File: config.mk
export PLATFORM = sky130hd
export DESIGN_NAME = pmem_fetch_flat
export DESIGN_NICKNAME = d
export VERILOG_FILES = /design/src/rtl/pmem_fetch_pkg.sv /design/src/rtl/pmem_fetch_if.sv /design/src/rtl/pmem_fetch_pc_next.sv /design/src/rtl/pmem_fetch.sv /design/src/flat_wrapper.sv
export SDC_FILE = /design/constraint.sdc
export NUM_CORES = 1
export LEC_CHECK = 0
export BUFFER_PORTS_ARGS = -buffer_cell sky130_fd_sc_hd__buf_2
export CORE_MARGIN = 4
export CORE_UTILIZATION = 40
export CTS_CLUSTER_DIAMETER = 120
export DETAILED_ROUTE_END_ITERATION = 12
export PLACE_DENSITY = 0.76
export SLEW_MARGIN = 20
export SYNTH_ARGS = -nofsm -noshare
export SYNTH_HDL_FRONTEND = slang
export SYNTH_SLANG_ARGS = --single-unit
export TNS_END_PERCENT = 100
File: constraint.sdc
create_clock -name clk -period 3.6 [get_ports clk]
set_input_delay 0.72 -clock clk [delete_from_list [all_inputs] [get_ports clk]]
set_output_delay 0.72 -clock clk [all_outputs]
set_load 0.05 [all_outputs]
File: src/rtl/pmem_fetch_pkg.sv
// Shared picoMIPS widths, fetch FSM states and the instruction word layout.
package picoMIPS_package;

   localparam int INST_WIDTH      = 6;
   localparam int ADDR_WIDTH      = 5;
   localparam int DATA_WIDTH      = 8;
   localparam int PMEM_WIDTH      = 8;
   localparam int PMEM_WORD_WIDTH = INST_WIDTH + 2 * ADDR_WIDTH + DATA_WIDTH;

   typedef enum logic [1:0] {FILL, RUN, HALTED} fetch_state_t;

   typedef struct packed {
      logic [INST_WIDTH-1:0] opcode;
      logic [ADDR_WIDTH-1:0] ra;
      logic [ADDR_WIDTH-1:0] rb;
      logic [DATA_WIDTH-1:0] imm;
   } instr_t;

endpackage

File: src/rtl/pmem_fetch_if.sv
// Program-memory read bus: the fetch unit drives the address, pmem returns the word combinationally.
interface pmem_fetch_if
   import picoMIPS_package::*;
   ();

   logic [PMEM_WIDTH-1:0]      addr;
   logic [PMEM_WORD_WIDTH-1:0] dout;

   modport master (output addr, input dout);
   modport slave  (input addr, output dout);

endinterface

File: src/rtl/pmem_fetch_pc_next.sv
// Combinational next-PC candidates: wrapped increment and branch target.
// PMEM_FETCH_REL_BRANCH_EN adds an ir_pc-relative target selected by branch_rel_i.
module pmem_fetch_pc_next
   import picoMIPS_package::*;
#(
   parameter logic [PMEM_WIDTH-1:0] LAST_ADDR = '1
) (
   input  logic [PMEM_WIDTH-1:0] pc_i,
   input  logic [PMEM_WIDTH-1:0] branch_target_i,
`ifdef PMEM_FETCH_REL_BRANCH_EN
   input  logic                  branch_rel_i,
   input  logic [PMEM_WIDTH-1:0] ir_pc_i,
   input  logic [DATA_WIDTH-1:0] imm_i,
`endif
   output logic [PMEM_WIDTH-1:0] pc_inc_o,
   output logic [PMEM_WIDTH-1:0] pc_tgt_o
);

   // Explicit wrap so a LAST_ADDR below the top of the address space still returns to 0.
   assign pc_inc_o = (pc_i == LAST_ADDR) ? '0 : pc_i + PMEM_WIDTH'(1);

`ifdef PMEM_FETCH_REL_BRANCH_EN
   localparam int SW  = PMEM_WIDTH + DATA_WIDTH + 2;
   localparam int MOD = int'(LAST_ADDR) + 1;

   logic signed [SW-1:0] rel_sum;
   logic signed [SW-1:0] rel_rem;

   always_comb begin
      rel_sum = $signed({{(SW-PMEM_WIDTH){1'b0}}, ir_pc_i})
              + $signed({{(SW-DATA_WIDTH){imm_i[DATA_WIDTH-1]}}, imm_i});
      // Signed % keeps the dividend's sign; fold negatives back into [0, LAST_ADDR].
      rel_rem = rel_sum % $signed(SW'(MOD));
      if (rel_rem[SW-1]) begin
         rel_rem = rel_rem + $signed(SW'(MOD));
      end
   end

   assign pc_tgt_o = branch_rel_i ? PMEM_WIDTH'(rel_rem) : branch_target_i;
`else
   assign pc_tgt_o = branch_target_i;
`endif

endmodule

File: src/rtl/pmem_fetch.sv
// picoMIPS instruction fetch: PC, IR and FILL/RUN/HALTED control with branch squash.
// Define PMEM_FETCH_REL_BRANCH_EN for the branch_rel input (ir_pc + signed imm targets).
module pmem_fetch
   import picoMIPS_package::*;
#(
   parameter logic [PMEM_WIDTH-1:0] PC_RESET  = '0,
   parameter logic [PMEM_WIDTH-1:0] LAST_ADDR = '1
) (
   input  logic                  clk,
   input  logic                  nReset,
   pmem_fetch_if.master          pmem,
   input  logic                  stall,
   input  logic                  branch,
   input  logic [PMEM_WIDTH-1:0] branch_target,
`ifdef PMEM_FETCH_REL_BRANCH_EN
   input  logic                  branch_rel,
`endif
   input  logic                  halt,
   input  logic                  resume,
   output logic                  ir_valid,
   output logic [INST_WIDTH-1:0] opcode,
   output logic [ADDR_WIDTH-1:0] ra,
   output logic [ADDR_WIDTH-1:0] rb,
   output logic [DATA_WIDTH-1:0] imm,
   output logic [PMEM_WIDTH-1:0] ir_pc,
   output logic                  halted
);

   fetch_state_t          state_q, state_d;
   logic [PMEM_WIDTH-1:0] pc_q, pc_d;
   logic [PMEM_WIDTH-1:0] ir_pc_q, ir_pc_d;
   instr_t                ir_q, ir_d;
   logic                  ir_valid_q, ir_valid_d;
   logic [PMEM_WIDTH-1:0] pc_inc, pc_tgt;

   pmem_fetch_pc_next #(
      .LAST_ADDR (LAST_ADDR)
   ) u_pc_next (
      .pc_i            (pc_q),
      .branch_target_i (branch_target),
`ifdef PMEM_FETCH_REL_BRANCH_EN
      .branch_rel_i    (branch_rel),
      .ir_pc_i         (ir_pc_q),
      .imm_i           (ir_q.imm),
`endif
      .pc_inc_o        (pc_inc),
      .pc_tgt_o        (pc_tgt)
   );

   always_comb begin
      state_d    = state_q;
      pc_d       = pc_q;
      ir_d       = ir_q;
      ir_pc_d    = ir_pc_q;
      ir_valid_d = ir_valid_q;
      unique case (state_q)
         FILL, RUN: begin
            if (branch) begin
               // The word fetched this cycle is on the wrong path: drop it.
               pc_d       = pc_tgt;
               ir_valid_d = 1'b0;
               state_d    = FILL;
            end else if (halt) begin
               ir_valid_d = 1'b0;
               state_d    = HALTED;
            end else if (!stall || state_q == FILL) begin
               ir_d       = instr_t'(pmem.dout);
               ir_pc_d    = pc_q;
               pc_d       = pc_inc;
               ir_valid_d = 1'b1;
               state_d    = RUN;
            end
         end
         HALTED: begin
            if (branch) begin
               pc_d    = pc_tgt;
               state_d = FILL;
            end else if (resume) begin
               state_d = FILL;
            end
         end
         default: state_d = FILL;
      endcase
   end

   always_ff @(posedge clk) begin
      if (!nReset) begin
         state_q    <= FILL;
         pc_q       <= PC_RESET;
         ir_q       <= '0;
         ir_pc_q    <= '0;
         ir_valid_q <= 1'b0;
      end else begin
         state_q    <= state_d;
         pc_q       <= pc_d;
         ir_q       <= ir_d;
         ir_pc_q    <= ir_pc_d;
         ir_valid_q <= ir_valid_d;
      end
   end

   assign pmem.addr = pc_q;
   assign ir_valid  = ir_valid_q;
   assign opcode    = ir_q.opcode;
   assign ra        = ir_q.ra;
   assign rb        = ir_q.rb;
   assign imm       = ir_q.imm;
   assign ir_pc     = ir_pc_q;
   assign halted    = (state_q == HALTED);

endmodule

File: src/flat_wrapper.sv
// flat-port wrapper written by rule: the top's interface ports become plain ports
module pmem_fetch_flat import picoMIPS_package::*;
#(
   parameter logic [PMEM_WIDTH-1:0] PC_RESET  = '0,
   parameter logic [PMEM_WIDTH-1:0] LAST_ADDR = '1
)
  (clk, nReset, stall, branch, branch_target, halt, resume, ir_valid, opcode, ra, rb, imm, ir_pc, halted, pmem_addr, pmem_dout);
  pmem_fetch_if pmem_i ();
  input  logic clk;
  input  logic nReset;
  input  logic stall;
  input  logic branch;
  input  logic [PMEM_WIDTH-1:0] branch_target;
  input  logic halt;
  input  logic resume;
  output logic ir_valid;
  output logic [INST_WIDTH-1:0] opcode;
  output logic [ADDR_WIDTH-1:0] ra;
  output logic [ADDR_WIDTH-1:0] rb;
  output logic [DATA_WIDTH-1:0] imm;
  output logic [PMEM_WIDTH-1:0] ir_pc;
  output logic halted;
  output wire logic [$bits(pmem_i.addr)-1:0] pmem_addr;
  input wire logic [$bits(pmem_i.dout)-1:0] pmem_dout;
  assign pmem_addr = pmem_i.addr;
  assign pmem_i.dout = pmem_dout;
  pmem_fetch #(.PC_RESET(PC_RESET), .LAST_ADDR(LAST_ADDR)) u_core (.clk(clk), .nReset(nReset), .pmem(pmem_i), .stall(stall), .branch(branch), .branch_target(branch_target), .halt(halt), .resume(resume), .ir_valid(ir_valid), .opcode(opcode), .ra(ra), .rb(rb), .imm(imm), .ir_pc(ir_pc), .halted(halted));
endmodule
==> flow_metrics.env <==
export IMPL_antenna_found_initial=0
export IMPL_fin_crit_ns=2.10
export IMPL_avgSynthCellArea_sq_um=8.00
export IMPL_synthArstFlopShare_pct=0
export IMPL_via_count=1772
export IMPL_fin_area_sq_um=2240
export IMPL_synth_edf_count=0
export IMPL_initial_core_util_pct=42.7
export IMPL_finClkSkew_ns=0.00330
export IMPL_yosys_warnings=0
export IMPL_fin_tns_setup_ns=0
export IMPL_hpwl_mm=3.10
export IMPL_irDropWorstVdd_uv=186
export IMPL_fmax_ghz=0.476
export IMPL_gr_usage_met2_pct=26.5
export IMPL_power_density_nw_per_um2=462
export IMPL_critPathMaxFanout=12
export IMPL_maxSlewHeadroom_pct=31.7
export IMPL_post_dp_cell_area_sq_um=2150
export IMPL_grt_ovfl_total=0
export IMPL_yosysTopAreaCellShare_pct=48.9
export IMPL_fin_crit_sh_pct=58.3
export IMPL_finalCoreUtilization_pct=54.4
export IMPL_cts_tree="built"
export IMPL_ctsResizeCount=0
export IMPL_synth_cell_types=37
export IMPL_worst_pin_slew_ns=1.02
export IMPL_drc=0
export IMPL_hold_path_class="flip-flop to flip-flop"
export IMPL_wl_per_cell_um=12.8
export IMPL_antenna_cells=0
export IMPL_setup_violations=0
export IMPL_grt_pass1_wl_mm=6.93
export IMPL_path_clk_slew_ns=0.08
export IMPL_gp_congestion=0.796
export IMPL_drive_gt1_share_pct=31.3
export IMPL_synth_seq_cells=43
export IMPL_synthesis_nets=259
export IMPL_worstSkewPairLatency_ns=0.29
export IMPL_leakagePower_nw=0.994
export IMPL_cap_viol_max_count=0
export IMPL_final_cell_mix="buf_2, nand2_1, dfxtp_1"
export IMPL_synthTopCellsByArea="dfxtp_1, nand2_1, a21oi_1"
export IMPL_die_width_um=74.3
export IMPL_cp_data_required_time_ns=2.88
export IMPL_vias_per_cell=5.15
export IMPL_finalHoldViolations=0
export IMPL_final_common_cell="buf_2"
export IMPL_holdPathStages=2
export IMPL_die_h_um=74.3
export IMPL_cts_buffer_depth=2
export IMPL_p_total_mw=1.03
export IMPL_dr_first_iter_drc_count=55
export IMPL_grt_use_total_pct=16.0
export IMPL_syn_area_sq_um=1760
export IMPL_synthToLayoutAreaGrowth_pct=27.2
export IMPL_first_pass_iters=4
export IMPL_h_tree_depth=2
export IMPL_synth_top_area_cell="dfxtp_1"
export IMPL_use_met1_pct=19.2
export IMPL_postRouteAntennaNets=0
export IMPL_crit_type="flip-flop to primary output"
export IMPL_post_cts_buffers=0
export IMPL_pin_count=80
export IMPL_use_met3_pct=5.41
export IMPL_synthCells=220
export IMPL_slew_viol_final=0
export IMPL_hold_buffers=0
export IMPL_end_kind="primary output"
export IMPL_die_area_sq_um=5520
export IMPL_synthFlopType="dfxtp_1"
export IMPL_rsz0062_at_grt="no"
export IMPL_outcome="finished clean"
export IMPL_clock_tree_root_cell="clkbuf_8"
export IMPL_start_kind="flip-flop"
export IMPL_grt_pass1_vias=1582
export IMPL_cts_made_buffers=5
export IMPL_reg2reg_depth=5
export IMPL_grt_busiest_layer="met2"
export IMPL_fp_row_count=23
export IMPL_drt_total_wl_mm=4.41
export IMPL_clock_sinks=43
export IMPL_grt_max_degree=39
export IMPL_synth_seq_area_share_pct=48.9
export IMPL_portBuffers=79
export IMPL_nets=332
export IMPL_cp_arrival_ns=1.38
export IMPL_fp_coreArea_sq_um=4120
==> registers in the layout (all words and copies together), names as in the netlist <==
register	cells
u_core.ir_pc	8
u_core.pmem.addr	8
u_core.rb	5
u_core.ir_valid	1
u_core.state_q	2
u_core.ra	5
u_core.opcode	6
u_core.imm	8
==> layout make-up <==
type	instances	area, sq um
clock buffers	6	72.6
flip-flops and latches	43	861
fillers	434	1880
multi-input cells	161	818
repair buffers	80	403
well taps	50	62.6
clock inverters	2	12.5
inverters	2	7.51
==> metal layers <==
metal	routed length (um)	part of all wire (%)	vias up
li1	-	-	904
met5	0	0	-
met2	1910	43	77
met4	48	1.1	0
met3	484	11	6
met1	1970	45	785
==> stage by stage <==
stage          instances  hold slack [ns]  worst slack, ns
2_1_floorplan        220            0.587             1.80
3_3_place_gp         336            0.439             1.26
3_5_place_dp         336            0.443             1.19
4_1_cts              344            0.454             1.50
5_1_grt              344            0.477             1.32
6_report             344            0.451             1.50
==> critical path, cell delays in order (launching register included) <==
cell and delay (ns):
dfxtp_1 0.45, nor2b_4 0.33, buf_2 0.32
==> path summary, 6_finish.rpt <==
check | from | slack (ns) | end
setup / recovery | u_core.state_q[1]$_SDFFE_PN0P_ | 1.50 | halted
hold / removal | u_core.rb[3]$_SDFFE_PN0P_ | 0.45 | u_core.rb[3]$_SDFFE_PN0P_
setup reg to reg | u_core.state_q[1]$_SDFFE_PN0P_ | 1.75 | u_core.ir_pc[7]$_SDFFE_PN0P_
hold reg to reg | u_core.rb[3]$_SDFFE_PN0P_ | 0.45 | u_core.rb[3]$_SDFFE_PN0P_
==> cell families after synthesis <==
group / count (synthesis) / synth area share [%]
adders and majority gates: 1 / 0.711
buffers and inverters: 16 / 4.55
muxes: 2 / 1.14
DFF: 43 / 48.9
and+or+nand+nor: 95 / 23.1
AOI/OAI and AO/OA: 63 / 21.6
==> Yosys cell counts, drive strengths merged (2+ instances only) <==
cell and number:
dfxtp 43, nand2 70, a21o 2, nor2 7
nor4 2, nand3 2, a311oi 2, a21oi 38
clkbuf 7, o221a 2, buf 7, inv 2
nor3 4, o21ai 7, mux2i 2, or2 2
and2 2, a211oi 5
==> power breakdown <==
part	switching, mW	total (mW)	internal, mW	leakage, nW
sequential	0.0233	0.524	0.500	0.352
combinational	0.151	0.211	0.0598	0.601
clock	0.162	0.298	0.136	0.0412
total	0.337	1.03	0.696	0.994
(Power assumes the default switching activity.)
